<file path="src/rtl/bxu_pkg.sv">
// Shared BXU definitions: datapath op codes, opcodes,
// instruction field positions and sequencer state encoding.
package bxu_pkg;

  localparam logic [1:0] DATA_NOP = 2'd0;
  localparam logic [1:0] DATA_MOD = 2'd1;
  localparam logic [1:0] DATA_SET = 2'd2;
  localparam logic [1:0] DATA_GET = 2'd3;

  localparam logic [3:0] OPC_MOD = 4'd1;
  localparam logic [3:0] OPC_SET = 4'd2;
  localparam logic [3:0] OPC_GET = 4'd3;
  localparam logic [3:0] OPC_PUT = 4'd4;

  localparam int F_PN     = 15;
  localparam int F_MEM    = 13;
  localparam int F_LH     = 12;
  localparam int F_IMM_HI = 11;
  localparam int F_IMM_LO = 4;

  typedef enum logic [3:0] {
    S_IDLE,
    S_RD,
    S_RDW,
    S_WAIT_IN,
    S_EXEC,
    S_WB,
    S_WR,
    S_OUT,
    S_DONE
  } state_t;

  function automatic logic [1:0] data_op(
    input logic [3:0] opc
  );
    logic [1:0] r;
    r = DATA_NOP;
    case (opc)
      OPC_MOD: r = DATA_MOD;
      OPC_SET: r = DATA_SET;
      OPC_GET: r = DATA_GET;
      default: r = DATA_NOP;
    endcase
    return r;
  endfunction

endpackage

</file>
<file path="src/rtl/op_data_ctrl.sv">
// BXU data-cell sequencer: decode, cell fetch, input wait, exec/write-back.
// OP_DATA_CTRL_TIMEOUT_EN adds a wait timeout with a sticky err flag.
module op_data_ctrl
  import bxu_pkg::*;
#(
  parameter int DATA_BITWIDTH  = 8,
  parameter int CODE_BITWIDTH  = 16,
  parameter int TIMEOUT_CYCLES = 1024
) (
  input  logic                     clk,
  input  logic                     rst_n,
  input  logic                     inst_valid,
  output logic                     inst_ready,
  input  logic [CODE_BITWIDTH-1:0] inst_code,
  output logic                     mem_rd_en,
  input  logic                     mem_rd_valid,
  input  logic [DATA_BITWIDTH-1:0] mem_rd_data,
  input  logic                     in_valid,
  output logic                     in_ready,
  input  logic [DATA_BITWIDTH-1:0] in_data,
  output logic                     out_valid,
  input  logic                     out_ready,
  output logic [DATA_BITWIDTH-1:0] out_data,
  output logic [1:0]               flag_op_data,
  output logic                     flag_op_data_wr,
  output logic [CODE_BITWIDTH-1:0] op_code,
  output logic [DATA_BITWIDTH-1:0] op_data,
  output logic [DATA_BITWIDTH-1:0] op_in,
  output logic                     busy,
  output logic                     done,
  output logic                     err
);

  state_t     state;
  logic [3:0] opc;
  logic [3:0] new_opc;
  logic       is_put;
  logic       tmo;

  assign opc        = op_code[3:0];
  assign new_opc    = inst_code[3:0];
  assign is_put     = (opc == OPC_PUT);
  assign inst_ready = (state == S_IDLE);
  assign busy       = (state != S_IDLE);
  assign in_ready   = (state == S_WAIT_IN) && in_valid;

`ifdef OP_DATA_CTRL_TIMEOUT_EN
  localparam int TW = (TIMEOUT_CYCLES > 2) ? $clog2(TIMEOUT_CYCLES) : 1;

  logic [TW-1:0] to_cnt;
  logic          in_wait;

  assign in_wait = (state == S_WAIT_IN) || (state == S_RDW);
  assign tmo = (to_cnt == TW'(TIMEOUT_CYCLES - 1))
    && (((state == S_WAIT_IN) && !in_valid)
    || ((state == S_RDW) && !mem_rd_valid));

  always_ff @(posedge clk or negedge rst_n) begin
    if (!rst_n) begin
      to_cnt <= '0;
      err    <= 1'b0;
    end else begin
      to_cnt <= in_wait ? to_cnt + 1'b1 : '0;
      if (tmo) err <= 1'b1;
    end
  end
`else
  assign tmo = 1'b0;
  assign err = 1'b0;
`endif

  always_ff @(posedge clk or negedge rst_n) begin
    if (!rst_n) begin
      state           <= S_IDLE;
      op_code         <= '0;
      op_data         <= '0;
      op_in           <= '0;
      out_data        <= '0;
      out_valid       <= 1'b0;
      mem_rd_en       <= 1'b0;
      flag_op_data    <= DATA_NOP;
      flag_op_data_wr <= 1'b0;
      done            <= 1'b0;
    end else begin
      unique case (state)
        S_IDLE: begin
          if (inst_valid) begin
            op_code <= inst_code;
            unique case (1'b1)
              (new_opc == OPC_MOD),
              (new_opc == OPC_PUT),
              (new_opc == OPC_SET && inst_code[F_MEM]): begin
                state     <= S_RD;
                mem_rd_en <= 1'b1;
              end
              (new_opc == OPC_SET && !inst_code[F_MEM]): begin
                state        <= S_EXEC;
                flag_op_data <= DATA_SET;
              end
              (new_opc == OPC_GET): state <= S_WAIT_IN;
              default: begin
                state <= S_DONE;
                done  <= 1'b1;
              end
            endcase
          end
        end
        S_RD: begin
          mem_rd_en <= 1'b0;
          if (mem_rd_valid) begin
            op_data <= mem_rd_data;
            if (is_put) begin
              state     <= S_OUT;
              out_valid <= 1'b1;
              out_data  <= mem_rd_data;
            end else begin
              state        <= S_EXEC;
              flag_op_data <= data_op(opc);
            end
          end else begin
            state <= S_RDW;
          end
        end
        S_RDW: begin
          if (mem_rd_valid) begin
            op_data <= mem_rd_data;
            if (is_put) begin
              state     <= S_OUT;
              out_valid <= 1'b1;
              out_data  <= mem_rd_data;
            end else begin
              state        <= S_EXEC;
              flag_op_data <= data_op(opc);
            end
          end else if (tmo) begin
            state <= S_DONE;
            done  <= 1'b1;
          end
        end
        S_WAIT_IN: begin
          if (in_valid) begin
            op_in        <= in_data;
            state        <= S_EXEC;
            flag_op_data <= DATA_GET;
          end else if (tmo) begin
            state <= S_DONE;
            done  <= 1'b1;
          end
        end
        S_EXEC: begin
          state           <= S_WB;
          flag_op_data    <= DATA_NOP;
          flag_op_data_wr <= 1'b1;
        end
        S_WB: begin
          state           <= S_WR;
          flag_op_data_wr <= 1'b0;
        end
        S_WR: begin
          state <= S_DONE;
          done  <= 1'b1;
        end
        S_OUT: begin
          if (out_ready) begin
            state     <= S_DONE;
            out_valid <= 1'b0;
            done      <= 1'b1;
          end
        end
        S_DONE: begin
          state <= S_IDLE;
          done  <= 1'b0;
        end
        default: state <= S_IDLE;
      endcase
    end
  end

endmodule

</file>
<file path="config.mk">
export PLATFORM = sky130hd
export DESIGN_NAME = op_data_ctrl
export DESIGN_NICKNAME = d
export VERILOG_FILES = /design/src/rtl/bxu_pkg.sv /design/src/rtl/op_data_ctrl.sv
export SDC_FILE = /design/constraint.sdc
export NUM_CORES = 1
export LEC_CHECK = 0
export CAP_MARGIN = 20
export CORE_MARGIN = 2
export CORE_UTILIZATION = 43
export CTS_BUF_LIST = sky130_fd_sc_hd__clkbuf_4 sky130_fd_sc_hd__clkbuf_8 sky130_fd_sc_hd__clkbuf_16
export CTS_CLUSTER_DIAMETER = 30
export DETAILED_ROUTE_END_ITERATION = 8
export PLACE_DENSITY = 0.83
export SKIP_LAST_GASP = 1
export SLEW_MARGIN = 20
export SYNTH_ARGS = -nofsm -noshare
export SYNTH_HDL_FRONTEND = slang
export SYNTH_SLANG_ARGS = --single-unit
</file>
<file path="constraint.sdc">
create_clock -name clk -period 2.5 [get_ports clk]
set_clock_uncertainty 0.1 [all_clocks]
set_input_delay 0.25 -clock clk [delete_from_list [all_inputs] [get_ports clk]]
set_output_delay 0.25 -clock clk [all_outputs]
set_load 0.005 [all_outputs]
</file>
==> metrics.md, run 1 <==
| Metric | Value |
|---|---|
| Status | finished, final reports clean |
| Total GRT Usage | 18.5% |
| CORE AREA | 5070 µm² |
| Post-Syn Area | 2240 µm² |
| CP required | 2.15 ns |
| Die area | 5810 µm² |
| Tcrit/Tclk final | 94.1% |
| RSZ-0062 raised after global routing | no |
| DR iter-0 viols | 89 |
| Startpoint type of the worst setup path | register |
| Cts bufs inserted | 5 |
| Max H-tree Level | 2 |
| CTS max path bufs | 2 |
| HP Class | in2async |
| Post-route ant nets | 0 |
| Reg area | 1250 µm² |
| DIE WIDTH | 76.2 µm |
| Critical path, cell by cell | or2_1, nor3_2, clkdlybuf4s50_1 |
| Syn Inst Count | 201 |
| Clock power share | 13.3% |
| CP max stage delay | 0.57 ns |
| Area delta synth->final | 47.6% |
| Initial core utilization | 44.2% |
| Clock Pin Slew Worst Setup and Hold Paths | 0.09 ns |
| VDD IR-drop max | 0.589 mV |
| Cells after DPL | 357 |
| # rows | 26 |
| Avg Synthesized Cell Area | 11.2 µm² |
| Max transition margin | 62.4% |
| Post-detailed-route DRC marker count | 0 |
| Fin cells | 365 |
| Via/cell ratio | 5.13 |
| Slowest cell on crit path | clkdlybuf4s50_1 |
| Post-synthesis net count | 239 |
| WL final | 5310 µm |
| Power per cell area | 1050 nW/µm² |
| Sw frac | 31.5% |
| Dpl hpwl | 4010 µm |
| Seq/Total Area, Yosys | 55.8% |
| Post-synth ARST share | 100% |
| Logic pwr share | 46.4% |
| First-pass GRT wire length | 8680 µm |
| Number of flops mapped to enable cells by yosys | 0 |
| Initial antenna violation count | 0 |
| Min Tclk post-route | 2.35 ns |
| Share of cells above drive strength 1 | 18.3% |
| CP Max Fanout | 11 |
| Yosys reg bits | 50 |
| Pin count of the biggest net entering global routing | 26 |
| Ant. Diodes | 0 |
| Synth cell types | 42 |
| Insertion delay to the later sink of the worst-skew pair | 0.31 ns |
| Internal reg-to-reg setup slack | 0.40 ns |
| Pint | 2380 µW |
| CP endpoint kind | output port |
| Power Total | 3480 µW |
| Synth Flop Type | dfrtp_1 |
| Max-cap viol count | 0 |
| Routability cong. | 0.851 |
| Most frequent cells in the layout | 85 x clkdlybuf4s50_1, 50 x dfrtp_1, 34 x nand2_1 |
| FMAX | 425 MHz |
| CTS tree | done |
| R2R depth | 4 |
| FF-to-FF Start | state[1] |
| Total global routing overflow | 0 |
| Routed vias | 1874 |
| Leakage | 0.00144 µW |
| Final Setup Violations | 0 |
| Reg2reg end | state[0] |
| Root cell of the clock tree | clkbuf_8 |
| WP data arrival | 2.00 ns |
| Layout fillers | 423 |
| # nets final | 333 |
| Yosys warns | 0 |
| Multi-input logic area | 920 µm² |
| Setup TNS | 0 ns |
| Max-slew violation total from the final report | 0 |
| Fin. Hold Viols | 0 |
| Seq pwr share | 40.3% |
| Pre-antenna DRT Iters | 4 |
| Kind of critical path | reg2out |
| Most common cell after layout, fill and taps aside | clkdlybuf4s50_1 |
| IO buf count | 86 |
| Chip height | 76.2 µm |
| WL/cell | 14.6 µm |
| Number of global-route vias before repair | 1839 |
| Actual slew at the worst max-slew pin | 0.563 ns |
| Sw power | 1090 µW |
| Clk sink count | 50 |
| Number of top-level pins | 88 |
[critical path, delay by kind of cell (launching register included)]
kind / cells / cell delay, ns
buffers and inverters: 1 / 0.57
DFF: 1 / 0.51
and+or+nand+nor: 2 / 0.61
[per-stage QoR]
| stage | utilization (%) | instance area, µm² | hold slack [ns] | worst slack (ns) |
|---|---|---|---|---|
| after floorplan | - | 2240 | -0.146 | 0.549 |
| after detailed placement | 63.4 | 3220 | 0.178 | 0.107 |
| after CTS | 65.3 | 3310 | 0.364 | 0.145 |
| after global routing | 65.3 | 3310 | 0.377 | 0.0934 |
| after global placement | 63.4 | 3220 | 0.174 | 0.122 |
| final | 65.3 | 3310 | 0.370 | 0.148 |
[logic make-up after synthesis]
family | synth area share, %
other | 0.167
DFF | 55.8
AOI/OAI and AO/OA | 9.04
muxes | 17.0
buffers and inverters | 3.23
and+or+nand+nor | 14.8
[power groups by stage]
stage	registers (µW)	clock network [µW]	logic [µW]
after floorplan	1350	0	730
after global placement	1390	0	1580
after detailed placement	1420	0	1620
after CTS	1400	470	1630
after global routing	1450	505	1740
final	1400	462	1610
[final cells by class]
class | count | share of cell area (%)
inverters | 6 | 0.680
flip-flops and latches | 50 | 37.8
repair buffers | 98 | 28.6
clock inverters | 2 | 0.416
clock buffers | 5 | 2.08
multi-input cells | 134 | 27.8
well taps | 70 | 2.64
[per-layer routing]
layer	vias to the layer above	wire (µm)	track usage [%]
li1	887	-	-
met1	889	2210	23.0
met2	86	2680	31.2
met3	12	324	4.50
met4	0	93	6.91
met5	-	0	0
[worst max-delay path by stage]
stage | from | endpoint | cells after the start
finish | state[3] | inst_ready | 3
global route | state[3] | inst_ready | 3
CTS | state[3] | inst_ready | 3
detailed placement | inst_code[3] | flag_op_data[0] | 5
global placement | inst_code[3] | flag_op_data[0] | 5
floorplan | state[0] | flag_op_data[0] | 4
[timing repair]
item                      in CTS  in global routing
resized for setup              0                  0
hold buffers                   1                  0
hold endpoints to repair      23                  0
buffers inserted               0                  0
[registers in the layout, indices dropped and copies added (netlist names)]
name and cells:
op_data 8, op_code 16, done 1, flag_op_data_wr 1, mem_rd_en 1, out_valid 1
state 4, op_in 8, flag_op_data 2, out_data 8
[synth_stat cells (2+ instances only)]
cell type | n | share of area (%)
a21o_1 | 2 | 0.67
a21oi_1 | 9 | 2.0
a31oi_1 | 4 | 1.1
buf_1 | 2 | 0.33
buf_2 | 4 | 0.89
clkbuf_1 | 4 | 0.67
dfrtp_1 | 50 | 56
inv_1 | 5 | 0.84
mux2_2 | 32 | 16
nand2_1 | 34 | 5.7
nand2b_1 | 3 | 0.84
nand3_1 | 6 | 1.3
nor2_1 | 9 | 1.5
nor3_1 | 5 | 1.1
o21ai_0 | 4 | 0.89
or2_1 | 2 | 0.56
(Power assumes the default switching activity.)
==> run 2, diff against run 1 <==
--- a/config.mk
+++ b/config.mk
@@ -7,5 +7,4 @@
 export LEC_CHECK = 0
 export CAP_MARGIN = 20
-export CORE_MARGIN = 2
 export CORE_UTILIZATION = 43
 export CTS_BUF_LIST = sky130_fd_sc_hd__clkbuf_4 sky130_fd_sc_hd__clkbuf_8 sky130_fd_sc_hd__clkbuf_16
@@ -18,2 +17,3 @@
 export SYNTH_HDL_FRONTEND = slang
 export SYNTH_SLANG_ARGS = --single-unit
+export TNS_END_PERCENT = 30
==> constraint.sdc (replaced) <==
create_clock -name clk -period 2.5 [get_ports clk]
set_clock_uncertainty 0.1 [all_clocks]
set_input_delay 0.625 -clock clk [delete_from_list [all_inputs] [get_ports clk]]
set_output_delay 0.625 -clock clk [all_outputs]
set_load 0.005 [all_outputs]
==> run 2 against run 1 <==
Compared with the run above:
- register-to-register slack got worse by 0.09 ns
- combinational power grew 4%
- global-route usage up 1.7 points
- final cell count rose by 1.1%
- flip-flop and latch count did not move
- core utilization up 3.9 points
- sequential power barely moved
- total power up 1.5%
- sequential share of layout area decreased by 0.65 points
- worst hold slack lost 0.17 ns
==> metrics.md, run 2 (synthesis gave the netlist of run 1 again) <==
| Metric | Value |
|---|---|
| Hold WS | 0.199 ns (was 0.370 ns) |
| Area delta synth->final | 50.4% (was 47.6%) |
| Post-detailed-route DRC marker count | 0 (unchanged) |
| Initial core utilization | 46.0% (was 44.2%) |
| CORE AREA | 4880 µm² (was 5070 µm²) |
| HP Class | in2async (unchanged) |
| Pin count of the biggest net entering global routing | 27 (was 26) |
| RSZ-0062 raised after global routing | yes (was no) |
| Critical path, cell by cell | clkdlybuf4s50_1, or3b_1, or4_4, a311oi_2, mux2_1 (was or2_1, nor3_2, clkdlybuf4s50_1) |
| DR iter-0 viols | 152 (was 89) |
| Total global routing overflow | 0 (unchanged) |
| Max H-tree Level | 2 (unchanged) |
| Die area | 5510 µm² (was 5810 µm²) |
| Chip height | 74.2 µm (was 76.2 µm) |
| Number of top-level pins | 88 (unchanged) |
| # nets final | 339 (was 333) |
| Fin. Hold Viols | 0 (unchanged) |
| Max-slew violation total from the final report | 0 (unchanged) |
| Max FFs per register | 16 (unchanged) |
| Kind of critical path | in2reg (was reg2out) |
| CTS Hold Bufs | 0 (was 1) |
| Post-CTS setup buffer count | 0 (unchanged) |
| Leakage | 0.00149 µW (was 0.00144 µW) |
| Share of cells above drive strength 1 | 21.5% (was 18.3%) |
| CP required | 2.59 ns (was 2.15 ns) |
| Grt met2 use | 33.2% (was 31.2%) |
| FMAX | 403 MHz (was 425 MHz) |
| Total GRT Usage | 20.2% (was 18.5%) |
| Clock Pin Slew Worst Setup and Hold Paths | 0.09 ns (about the same) |
| WL final | 5180 µm (was 5310 µm) |
| Met1 global-route usage | 25.5% (was 23.0%) |
| Layout fillers | 390 (was 423) |
| CTS tree | done (unchanged) |
| Ant. Diodes | 0 (unchanged) |
| # rows | 25 (was 26) |
| WL/cell | 14.0 µm (was 14.6 µm) |
| Reg area | 1250 µm² (about the same) |
| First-pass GRT wire length | 8310 µm (was 8680 µm) |
| Dpl hpwl | 3910 µm (was 4010 µm) |
| Most frequent cells in the layout | 83 x clkdlybuf4s50_1, 49 x dfrtp_1, 34 x nand2_1 (was 85 x clkdlybuf4s50_1, 50 x dfrtp_1, 34 x nand2_1) |
| Slowest cell on crit path | clkdlybuf4s50_1 (unchanged) |
| WP data arrival | 2.57 ns (was 2.00 ns) |
| Final Setup Violations | 0 (unchanged) |
| Setup TNS | 0 ns (unchanged) |
| CP max stage delay | 0.49 ns (was 0.57 ns) |
| CP endpoint kind | register (was output port) |
| Initial antenna violation count | 0 (unchanged) |
| Routing usage on met3 | 6.91% (was 4.50%) |
| Insertion delay to the later sink of the worst-skew pair | 0.30 ns (was 0.31 ns) |
| CTS max path bufs | 2 (unchanged) |
| Multi-input logic area | 928 µm² (was 920 µm²) |
| Min Tclk post-route | 2.48 ns (was 2.35 ns) |
| IO buf count | 86 (unchanged) |
| Actual slew at the worst max-slew pin | 0.560 ns (was 0.563 ns) |
| Startpoint type of the worst setup path | primary input (was register) |
| Pre-antenna DRT Iters | 4 (unchanged) |
| Tcrit/Tclk final | 99.2% (was 94.1%) |
| Most used routing layer | met2 (unchanged) |
| Root cell of the clock tree | clkbuf_8 (unchanged) |
| Post-route ant nets | 0 (unchanged) |
| Setup WS pre-CTS | -0.262 ns (was 0.107 ns) |
| Power per cell area | 1050 nW/µm² (about the same) |
| Max-cap viol count | 0 (unchanged) |
| Layout Utilization | 69.1% (was 65.3%) |
| Final WS setup | 0.0191 ns (was 0.148 ns) |
| Max transition margin | 62.7% (was 62.4%) |
| Biggest register | op_code (unchanged) |
| Number of global-route vias before repair | 1837 (was 1839) |
| VDD IR-drop max | 0.657 mV (was 0.589 mV) |
| CP Max Fanout | 2 (was 11) |
| Clk sink count | 50 (unchanged) |
| Internal reg-to-reg setup slack | 0.31 ns (was 0.40 ns) |
| DIE WIDTH | 74.2 µm (was 76.2 µm) |
| Routed vias | 1847 (was 1874) |
| Most common cell after layout, fill and taps aside | clkdlybuf4s50_1 (unchanged) |
| Cts bufs inserted | 5 (unchanged) |
| Routability cong. | 0.822 (was 0.851) |
| Via/cell ratio | 5.01 (was 5.13) |
| Status | finished, final reports clean (unchanged) |
==> run 2: changes by cell type in the layout (fill, tap and decap cells not counted), sizes merged <==
cell | before | now
buf | 12 | 19
clkdlybuf4s50 | 85 | 83
clkinvlp | 0 | 2
clkinv | 2 | 1
dlygate4sd2 | 0 | 1
dlygate4sd3 | 1 | 0
dlymetal6s2s | 0 | 1
==> run 2: final cells by class <==
class / count / area share, %
flip-flops and latches: 50 / 37.1
repair buffers: 104 / 29.4
multi-input cells: 134 / 27.5
well taps: 67 / 2.49
clock buffers: 5 / 2.04
clock inverters: 3 / 0.705
inverters: 6 / 0.705
==> run 2: routing by layer <==
metal	share of wire, %	wire length, µm
met4	1.1	57
met3	8.5	441
met5	0	0
met2	49	2510
met1	42	2170
==> run 2: where the power goes <==
part | internal [µW] | switching [µW]
sequential | 1150 | 221
clock | 200 | 278
combinational | 1080 | 600
==> run 2: path summary, 6_finish.rpt <==
kind | from | endpoint | cells past startpoint
min in group clk | op_in[6] | op_in[6] | 2
max in group asynchronous | rst_n | op_code[12] | 2
hold reg to reg | op_in[6] | op_in[6] | 2
setup / recovery | inst_code[1] | flag_op_data[0] | 5
setup reg to reg | state[1] | state[0] | 5
hold / removal | rst_n | flag_op_data_wr | 1
==> run 2: timing repair <==
| action | in CTS | in global routing |
|---|---|---|
| gates cloned | 0 | 0 |
| gates resized for setup | 3 | 3 |
| setup endpoints to repair | 3 | 3 |
==> run 2: metrics by stage <==
step	cell area, µm²	power [µW]	std cells
after floorplan	2240	2080	201
after global placement	3270	3020	361
after detailed placement	3270	3050	361
after CTS	3370	3550	369
after global routing	3370	3780	369
final	3370	3530	369
==> run 2: critical path, delay by kind of cell <==
kind                   cells  cell delay [ns]
buffers and inverters      1             0.49
and+or+nand+nor            2             0.83
AOI/OAI and AO/OA          1             0.28
muxes                      1             0.35
==> run 3, diff against run 2 <==
- SKIP_CTS_REPAIR_TIMING: default -> 1
==> run 3 against run 2 <==
Compared with the run above:
- final cell count is the same
- die area is the same
- maximum frequency shrank 5.7%
- clock-buffer cell count is the same
- critical path depth shrank 2
- routed wire length is essentially flat
- critical endpoint is now inst_ready
- worst setup slack lost 0.15 ns
- flip-flop and latch count is the same
- register-to-register slack gained 0.03 ns
- worst hold slack is essentially flat
- the flow now finishes with violations (negative setup slack)
==> metrics.md, run 3 (synthesis gave the netlist of run 1 again) <==
| Metric | Value |
|---|---|
| Max transition margin | 62.6% (was 62.7%) |
| First-pass GRT wire length | 8280 µm (was 8310 µm) |
| FMAX | 380 MHz (was 403 MHz) |
| Status | complete, but fails checks (was finished, final reports clean) |
| Insertion delay to the later sink of the worst-skew pair | 0.30 ns (about the same) |
| Cell Area, Placed | 3270 µm² (unchanged) |
| Clock power share | 13.6% (about the same) |
| Cts bufs inserted | 5 (unchanged) |
| Final WS setup | -0.130 ns (was 0.0191 ns) |
| CTS max path bufs | 2 (unchanged) |
| Leakage | 0.00149 µW (about the same) |
| Clk sink count | 50 (unchanged) |
| Clock Pin Slew Worst Setup and Hold Paths | 0.09 ns (about the same) |
| Chip height | 74.2 µm (unchanged) |
| Final Setup Violations | 2 (was 0) |
| Post-detailed-route DRC marker count | 0 (unchanged) |
| WP data arrival | 1.91 ns (was 2.57 ns) |
| CP required | 1.77 ns (was 2.59 ns) |
| CP Max Fanout | 7 (was 2) |
| Initial core utilization | 46.0% (unchanged) |
| Startpoint type of the worst setup path | register (was primary input) |
| Tcrit/Tclk final | 105% (was 99.2%) |
| Area delta synth->final | 49.9% (was 50.4%) |
| Dpl hpwl | 3910 µm (unchanged) |
| HP Class | in2async (unchanged) |
| Seq pwr share | 38.8% (about the same) |
| Max-cap viol count | 0 (unchanged) |
| Cells after DPL | 361 (unchanged) |
| VDD IR-drop max | 0.658 mV (was 0.657 mV) |
| Power Total | 3510 µW (was 3530 µW) |
| Sw power | 1090 µW (was 1100 µW) |
| WL final | 5180 µm (about the same) |
| Pin count of the biggest net entering global routing | 27 (unchanged) |
| Initial antenna violation count | 0 (unchanged) |
| Sw frac | 31.1% (was 31.2%) |
| Pre-antenna DRT Iters | 4 (unchanged) |
| DR iter-0 viols | 108 (was 152) |
| Via/cell ratio | 5.03 (was 5.01) |
| Most common cell after layout, fill and taps aside | clkdlybuf4s50_1 (unchanged) |
| Post-route ant nets | 0 (unchanged) |
| Setup WS pre-CTS | -0.262 ns (unchanged) |
| Ant. Diodes | 0 (unchanged) |
| Biggest register | op_code (unchanged) |
| # nets final | 339 (unchanged) |
| CP endpoint kind | output port (was register) |
| # rows | 25 (unchanged) |
| Fin. Hold Viols | 0 (unchanged) |
| Number of global-route vias before repair | 1833 (was 1837) |
| Root cell of the clock tree | clkbuf_8 (unchanged) |
| Min Tclk post-route | 2.63 ns (was 2.48 ns) |
| Most frequent cells in the layout | 84 x clkdlybuf4s50_1, 50 x dfrtp_1, 34 x nand2_1 (was 83 x clkdlybuf4s50_1, 49 x dfrtp_1, 34 x nand2_1) |
| Routed vias | 1855 (was 1847) |
| Pint | 2420 µW (was 2430 µW) |
| Max-slew violation total from the final report | 0 (unchanged) |
| Actual slew at the worst max-slew pin | 0.561 ns (was 0.560 ns) |
| DIE WIDTH | 74.2 µm (unchanged) |
| Total global routing overflow | 0 (unchanged) |
| Failing checks | negative setup slack |
| IO buf count | 86 (unchanged) |
| Max H-tree Level | 2 (unchanged) |
| Routability cong. | 0.822 (unchanged) |
| Number of top-level pins | 88 (unchanged) |
| Share of cells above drive strength 1 | 20.9% (was 21.5%) |
| Fin cells | 369 (unchanged) |
| WL/cell | 14.0 µm (about the same) |
| RSZ-0062 raised after global routing | yes (unchanged) |
| Logic pwr share | 47.5% (was 47.7%) |
| Max FFs per register | 16 (unchanged) |
| CORE AREA | 4880 µm² (unchanged) |
| Power per cell area | 1040 nW/µm² (was 1050 nW/µm²) |
| Total GRT Usage | 20.1% (was 20.2%) |
| Kind of critical path | reg2out (was in2reg) |
| Die area | 5510 µm² (unchanged) |
| Final instance area | 3360 µm² (was 3370 µm²) |
| CTS tree | done (unchanged) |
## run 3: area by class of cell
cell class,count,area [µm²]
fill,391,1520
sequential,50,1250
timing repair buffer,104,993
multi-input combinational,134,920
tap,67,83.8
clock buffer,5,68.8
clock inverter,3,23.8
inverter,6,22.5
## run 3: critical path: stages (launching register included)
cell	delay, ns
dfrtp_1	0.47
or2_1	0.34
nor3_2	0.23
clkdlybuf4s50_1	0.56
## run 3: path summary, 6_finish.rpt
check	startpoint	to	slack [ns]	cells after the start
worst max-delay path	state[3]	inst_ready	-0.13	3
worst min-delay path	rst_n	flag_op_data_wr	0.20	1
worst max register to register	state[1]	state[0]	0.34	5
worst min register to register	op_in[6]	op_in[6]	0.38	2
max in group asynchronous	rst_n	op_code[12]	1.51	2
min in group clk	op_in[6]	op_in[6]	0.38	2
## run 3: metal layers
metal,vias up,routed length [µm],share of wire [%],global-route usage (%)
met5,-,0,0,0
met4,0,44,0.85,5.66
met1,874,2180,42,25.4
met3,5,438,8.5,6.91
li1,895,-,-,-
met2,81,2520,49,33.1
## run 3: power by group through the flow
stage                     Clock (µW)  Sequential, µW  Combinational (µW)
after floorplan                    0            1350                 730
after global placement             0            1360                1660
after detailed placement           0            1370                1680
after CTS                        491            1360                1690
after global routing             521            1410                1830
final                            478            1360                1670
## run 3: metrics by stage
step | util, % | setup TNS (ns) | hold slack [ns]
floorplan | - | 0 | 0.229
global placement | 67.0 | -0.520 | 0.357
detailed placement | 67.0 | -0.579 | 0.362
CTS | 68.9 | -0.378 | 0.213
global route | 68.9 | -0.332 | 0.229
finish | 68.9 | -0.197 | 0.199
